<file path="src/rtl/fifo_wr_arbiter.sv">
// Round-robin arbiter sharing the FIFO write port among NUM_REQ valid/ready producers.
// The owner keeps the port for up to BURST_MAX words; every write is gated by full.
module fifo_wr_arbiter #(
    parameter int DATA_WIDTH = 8,
    parameter int NUM_REQ    = 4,
    parameter int BURST_MAX  = 4,
    parameter int IDW        = $clog2(NUM_REQ)
) (
    input  logic                          wrclk,
    input  logic                          wrst,
    input  logic [NUM_REQ-1:0]            req_valid,
    input  logic [NUM_REQ*DATA_WIDTH-1:0] req_data,
    output logic [NUM_REQ-1:0]            req_ready,
    input  logic                          full,
    output logic                          w_en,
    output logic [DATA_WIDTH-1:0]         datain,
    output logic [IDW-1:0]                grant_id,
    output logic                          busy,
    output logic [15:0]                   wr_count
);

    // Handshake: a producer word moves on the rising edge where req_valid[i] and
    // req_ready[i] are both high; a producer holds its data while valid && !ready.
    typedef enum logic {IDLE = 1'b0, GRANT = 1'b1} state_t;

    localparam logic [IDW-1:0] LAST_IDX   = IDW'(NUM_REQ - 1);
    localparam logic [3:0]     BURST_LAST = 4'(BURST_MAX - 1);

    state_t          state_q, state_d;
    logic [IDW-1:0]  owner_q, owner_d;
    logic [IDW-1:0]  rr_q, rr_d;
    logic [3:0]      beats_q, beats_d;
    logic [15:0]     wr_count_q, wr_count_d;

    logic            owner_valid;
    logic            xfer;
    logic            pick_found;
    logic [IDW-1:0]  pick;
    logic [IDW-1:0]  owner_plus1;

    assign owner_valid = req_valid[owner_q];
    assign xfer        = (state_q == GRANT) && owner_valid && !full;
    assign w_en        = xfer;
    assign datain      = req_data[int'(owner_q)*DATA_WIDTH +: DATA_WIDTH];
    assign grant_id    = owner_q;
    assign busy        = (state_q == GRANT);
    assign wr_count    = wr_count_q;

    // Explicit compare so non power-of-two NUM_REQ wraps correctly.
    assign owner_plus1 = (owner_q == LAST_IDX) ? '0 : owner_q + 1'b1;

    always_comb begin
        req_ready = '0;
        if ((state_q == GRANT) && !full) begin
            req_ready[owner_q] = 1'b1;
        end
    end

    // First valid requester at or after rr_q, searching modulo NUM_REQ.
    always_comb begin
        int             idx;
        logic [IDW-1:0] idx_v;
        pick       = '0;
        pick_found = 1'b0;
        idx        = 0;
        idx_v      = '0;
        for (int k = 0; k < NUM_REQ; k++) begin
            idx = int'(rr_q) + k;
            if (idx >= NUM_REQ) begin
                idx = idx - NUM_REQ;
            end
            idx_v = IDW'(idx);
            if (!pick_found && req_valid[idx_v]) begin
                pick       = idx_v;
                pick_found = 1'b1;
            end
        end
    end

    always_comb begin
        state_d    = state_q;
        owner_d    = owner_q;
        rr_d       = rr_q;
        beats_d    = beats_q;
        wr_count_d = wr_count_q + 16'(xfer);
        case (state_q)
            IDLE: begin
                if (pick_found) begin
                    state_d = GRANT;
                    owner_d = pick;
                    beats_d = '0;
                end
            end
            GRANT: begin
                if ((xfer && (beats_q == BURST_LAST)) || !owner_valid) begin
                    state_d = IDLE;
                    rr_d    = owner_plus1;
                    beats_d = '0;
                end else if (xfer) begin
                    beats_d = beats_q + 4'd1;
                end
            end
            default: state_d = IDLE;
        endcase
    end

    always_ff @(posedge wrclk or posedge wrst) begin
        if (wrst) begin
            state_q    <= IDLE;
            owner_q    <= '0;
            rr_q       <= '0;
            beats_q    <= '0;
            wr_count_q <= '0;
        end else begin
            state_q    <= state_d;
            owner_q    <= owner_d;
            rr_q       <= rr_d;
            beats_q    <= beats_d;
            wr_count_q <= wr_count_d;
        end
    end

endmodule
</file>
<file path="config.mk">
export PLATFORM = sky130hd
export DESIGN_NAME = fifo_wr_arbiter
export DESIGN_NICKNAME = d
export VERILOG_FILES = /design/src/rtl/fifo_wr_arbiter.sv
export SDC_FILE = /design/constraint.sdc
export NUM_CORES = 1
export LEC_CHECK = 0
export ABC_AREA = 1
export BUFFER_PORTS_ARGS = -buffer_cell sky130_fd_sc_hd__clkbuf_2
export CAP_MARGIN = 20
export CORE_MARGIN = 4
export CORE_UTILIZATION = 43
export DETAILED_ROUTE_END_ITERATION = 10
export HOLD_SLACK_MARGIN = 0.1
export MAX_ROUTING_LAYER = met4
export PLACE_DENSITY = 0.69
export SYNTH_ARGS = -nofsm -noshare
export SYNTH_HDL_FRONTEND = slang
export SYNTH_SLANG_ARGS = --single-unit
</file>
<file path="constraint.sdc">
create_clock -name wrclk -period 4.8 [get_ports wrclk]
set_input_delay 1.2 -clock wrclk [delete_from_list [all_inputs] [get_ports wrclk]]
set_output_delay 1.2 -clock wrclk [all_outputs]
set_load 0.05 [all_outputs]
</file>
# After elaboration in Yosys (flattened, before gate mapping)
# Index checks and enable logic that the tools add are counted.
[op_classes] addsub=10 n_mul=0 div=0 n_lt_le_gt_ge=10 eq_ne=4 shift=1 mux=33 bitwise=1 n_reduce_logical=17
[op_table] op="$shiftx 32x6->8" n=1
[op_table] op="$mux 2" n=9
[op_table] op="$add 16x1->16" n=1
[op_table] op="$mux 4" n=4
[op_table] op="$lt 2x3->1 const B" n=5
[op_table] op="$mux 1" n=12
[op_table] op="$bmux 1 s2" n=5
[op_table] op="$ge 3x3->1 const B" n=3
[op_table] op="$logic_and 1x1->1" n=8
[op_table] op="$pmux 4 s2" n=1
[op_table] op="$sub 2x1->2 const B" n=4
[op_table] op="$add 2x2->3 const B" n=2
[op_table] op="$reduce_and 2->1" n=3
[op_table] op="$logic_not 1->1" n=5
[op_table] op="$add 4x1->4 const B" n=1
[op_table] op="$eq 4x2->1 const B" n=1
[op_table] op="$add 2x1->3 const B" n=1
[op_table] op="$ge 2x3->1 const B" n=1
[op_table] op="$ne 3x1->1 const B" n=1
[op_table] op="$add 2x1->2 const B" n=1
[op_table] op="$demux 1 s2" n=1
[op_table] op="$eq 2x2->1 const B" n=1
[op_table] op="$ge 2x1->1 const B" n=1
[op_table] op="$ne 2x2->1 const B" n=1
[op_table] op="other kinds (3)" n=3
[word_totals] register_bits=25 latch_bits=0 ramBits=0 mem_bits_ro=0 in_bits=39 out_inout_bits=32 mem_count=0

# Longest topological paths before layout
[depth] depth_word=16 ltp_mapped=12 depth_no_buf=12

# Least setup slack after synthesis
# Ideal clock, no wire load.
[synth_timing] path_kind="input port to flip-flop" start="input port req_valid[0]" end="register wr_count_q[10] (netlist: wr_count[10])" arrival_ns=3.345 required_time_ns=4.659 path_slack_ns=1.314 cell_stages=11 n_path_buf=0 cell_sequence="inv_1 > o21ai_0 > nand2_1 > nor2_1 > ha_1 > nand2_1 > nor3_2 > nand2_1 > nor3_2 > nand3_1 > xnor2_1"
[synth_via] elab_chain_cells=5
[synth_lines] item="start, declared" line="11" text="input logic [NUM_REQ-1:0] req_valid,"
[synth_lines] item="$bmux 1 s2" line="41" text="assign owner_valid = req_valid[owner_q];"
[synth_lines] item="$mux 1 (implied by the code)" line="41"
[synth_lines] item="$logic_and 1x1->1 (2 in a row)" line="42" text="assign xfer = (state_q == GRANT) && owner_valid && !full;"
[synth_lines] item="net w_en" line="15" text="output logic w_en,"
[synth_lines] item="$add 16x1->16" line="85" text="wr_count_d = wr_count_q + 16'(xfer);"
[synth_lines] item="net wr_count_d[10]" line="33" text="logic [15:0] wr_count_q, wr_count_d;"
[synth_lines] item="end signal, assigned" line="119" text="wr_count_q <= wr_count_d;"
[synth_lines] item="end, declared" line="33"
# The timed path passes the listed nets, and every way through them passes these cells. The select of a mux whose other input is x is not followed.
# A chain may end at the register's enable or synchronous reset.

# Final worst setup path
[layout_timing] start="input port req_valid[3]" end="output port w_en"
[layout_via] elab_chain_cells=4
[layout_lines] item="$bmux 1 s2" line="41"
[layout_lines] item="$mux 1 (implied by the code)" line="41"
[layout_lines] item="$logic_and 1x1->1 (2 in a row)" line="42"
[layout_lines] item="end, declared" line="15"
# Every way passes these cells. The select of a mux whose other input is x is not followed.

==> summary.md <==
| Metric | Value |
|---|---|
| Yosys warns | `0` |
| Overall routed net length | `4070 µm` |
| Fin. Hold Viols | `0` |
| Rows | `22` |
| Worst hold slack | `0.476 ns` |
| Worst EP required | `3.60 ns` |
| Fillers | `382` |
| Worst slew pin tran | `0.914 ns` |
| Reg-to-reg slack, setup | `2.07 ns` |
| Area occupied by registers | `626 µm²` |
| Pins Over Slew Limit | `0` |
| Post-Route Setup TNS | `0 ns` |
| PD cells | `665 mW/mm²` |
| Reg2reg start | `grant_id[0]` |
| Antenna Cells | `0` |
| Commonest non-fill, non-tap cell in the layout | `clkbuf_2` |
| DR WL/cell | `11.4 µm` |
| Commonest non-fill, non-tap cells in the layout | `clkbuf_2, nand2_1, nor2_1` |
| Hold_sp | `wr_count[15]` |
| Startpoint types | `input pin` |
| Inserted Clock Buffers | `3` |
| Part of the Yosys area used for sequential elements | `0.358` |
| Hold_buf cts | `0` |
| Initial Utilization | `0.460` |
| Final ANT Viol Nets | `0` |
| DRC Markers | `0` |
| Min cycle time layout | `3.44 ns` |
| All-Layer GR Usage | `0.165` |
| Crit path DAT | `2.24 ns` |
| Largest net degree at the start of global routing | `26` |
| Count of cell types in the netlist | `28` |
| Io pins | `71` |
| Comb power frac | `0.660` |
| Lkg Pwr | `0.00120 µW` |
| RSZ-0062 raised after global routing | `no` |
| Die width | `71.8 µm` |
| Root buf cell | `clkbuf_8` |
| IO Port Bufs | `70` |
| Syn_area_per_cell | `7.28 µm²` |
| Antenna violations before repair | `0` |
| Via-per-instance ratio | `4.81` |
| Switching share of power | `0.606` |
| Hold EP | `wr_count[15]` |
| Latest clock arrival within the worst-skew pair | `0.27 ns` |
| Internal power | `570 µW` |
| Endpoints failing setup | `0` |
| Clock Sink Count | `25` |
| GP Congestion | `0.840` |
| Max Fclk | `291 MHz` |
| Hold Path Cell Cnt | `1` |
| Post_cts resized | `0` |
| Core area | `0.00380 mm²` |
| Synthesized area | `0.00175 mm²` |
| Multi-input gate area | `993 µm²` |
| Post CTS Setup Buffer Count | `0` |
| Die Footprint | `0.00515 mm²` |
| Iter 0 DRT Violations | `91` |
| Post-Syn Instances | `240` |
| Clock skew | `0.00644 ns` |
| Nets@finish | `356` |
| Clock slew at reported path FFs | `0.08 ns` |
| FF-to-FF End | `wr_count[10]` |
| GRT overflow | `0` |
| Slew margin rel. | `0.390` |
| Setup crit end kind | `primary output` |
| Area grow syn2layout | `24.6%` |
| Die height | `71.8 µm` |
| CP max FO | `5` |
| DP Wirelength | `3250 µm` |
| P_sw | `877 µW` |
| Sequential power share | `0.256` |
| CP Class | `in -> out` |
| Critical path cell sequence | `clkbuf_2, a21oi_1, o21ai_1, nand2_1, nor2_1, clkbuf_2` |
| Post-Syn Nets | `286` |
| CTS tree | `yes` |
| H-tree levels | `1` |
| Worst hold path class | `reg -> reg` |
| Synthesized flop and latch total | `25` |
| First-pass GRT wire length | `6790 µm` |
| CP most frequent cell | `clkbuf_2` |
| Clock share of power | `0.084` |
| CP peak stage delay | `0.32 ns` |
| Share of cells above drive strength 1 | `0.311` |
| Vias | `1718` |
| Number of global-route vias before repair | `1543` |
| Max_cap viols | `0` |
| Clk buf depth | `2` |
| Final cycle utilization of the critical path | `0.716` |
| Number of cells on the worst reg-to-reg path | `11` |
| Worst VDD drop | `0.375 mV` |
| Status | `finished clean` |
| CP max-delay cell | `clkbuf_2` |
| Drt first pass iters | `4` |
-- state kept, by name, summed over array words and instances (netlist names) --
name and flops:
rr_q 2, grant_id 2, busy 1, wr_count 16
beats_q 4
-- cells in the mapped netlist --
master    instances  share of area
o21ai_1           3         0.0086
xnor2_1           5          0.025
xor2_1           10          0.050
nand2_4           2          0.013
inv_1            19          0.041
nand4_1           2         0.0072
a31oi_1           1         0.0036
nor3_1            5          0.014
nor2_1           33          0.071
a21oi_1           6          0.017
buf_6             1         0.0064
nand2_1          53           0.11
o21ai_0          20          0.057
nor3_2            2          0.011
nand3_1          15          0.043
ha_1              7          0.050
nor3b_1           1         0.0043
nor2_2            1         0.0036
o21ai_2           1         0.0050
clkbuf_1          3         0.0064
buf_2             1         0.0029
nand3_2           2          0.011
o22ai_1           8          0.029
dfrtp_1          25           0.36
a21oi_4           1         0.0093
nor2_4            1         0.0064
nand2_2           4          0.014
inv_2             8          0.017
-- cell type report --
cell class / count / area share
flip-flops and latches: 25 / 0.287
well taps: 48 / 0.0276
multi-input cells: 183 / 0.456
clock buffers: 3 / 0.0190
clock inverters: 1 / 0.00230
repair buffers: 70 / 0.161
inverters: 27 / 0.0466
-- per-layer routing --
layer / GRT usage / wire length [µm] / vias to the layer above / part of all wire
li1: - / - / 915 / -
met1: 0.212 / 1930 / 779 / 0.47
met2: 0.272 / 1990 / 20 / 0.49
met3: 0.0337 / 126 / 4 / 0.031
met4: 0.0271 / 23 / 0 / 0.0057
met5: - / 0 / - / 0
-- power groups by stage --
stage          clock network, µW  registers (µW)  logic (µW)
6_report                     122             370         955
5_1_grt                      132             382        1050
4_1_cts                      125             369         960
3_5_place_dp                   0             375         956
3_3_place_gp                   0             375         949
2_1_floorplan                  0             448         685
-- worst max-delay path, delay by kind of cell --
kind                   cells  cell delay (ns)
AND/OR/NAND/NOR            2             0.41
AO/OA/AOI/OAI              2             0.18
buffers and inverters      2             0.44
-- worst max path at each step --
stage	startpoint	endpoint	slack, ns	cells after the start
2_1_floorplan	req_valid[0]	wr_count[10]	1.31	11
3_3_place_gp	req_valid[3]	w_en	1.39	6
3_5_place_dp	req_valid[3]	w_en	1.35	6
4_1_cts	req_valid[3]	w_en	1.35	6
5_1_grt	grant_id[0]	datain[6]	1.18	4
6_report	req_valid[3]	w_en	1.36	6
-- kinds of logic (layout without fill, tap and decap cells) --
logic type / after synthesis / in the layout / synth area share
simple gates: 121 / 121 / 0.314
fa+ha+maj: 7 / 7 / 0.0501
xor+xnor: 15 / 15 / 0.0752
buf+inv: 32 / 101 / 0.0737
compound gates: 40 / 40 / 0.130
flops: 25 / 25 / 0.358
-- metrics by stage --
| stage | cell area (µm²) | total power [µW] | worst slack, ns | instances | util |
|---|---|---|---|---|---|
| global route | 2180 | 1570 | 1.18 | 357 | 0.573 |
| detailed placement | 2130 | 1330 | 1.35 | 353 | 0.561 |
| global placement | 2130 | 1320 | 1.39 | 353 | 0.561 |
| floorplan | 1750 | 1130 | 1.31 | 240 | - |
| CTS | 2180 | 1450 | 1.35 | 357 | 0.573 |
| finish | 2180 | 1450 | 1.36 | 357 | 0.573 |
Power figures use the tool's default switching activity.
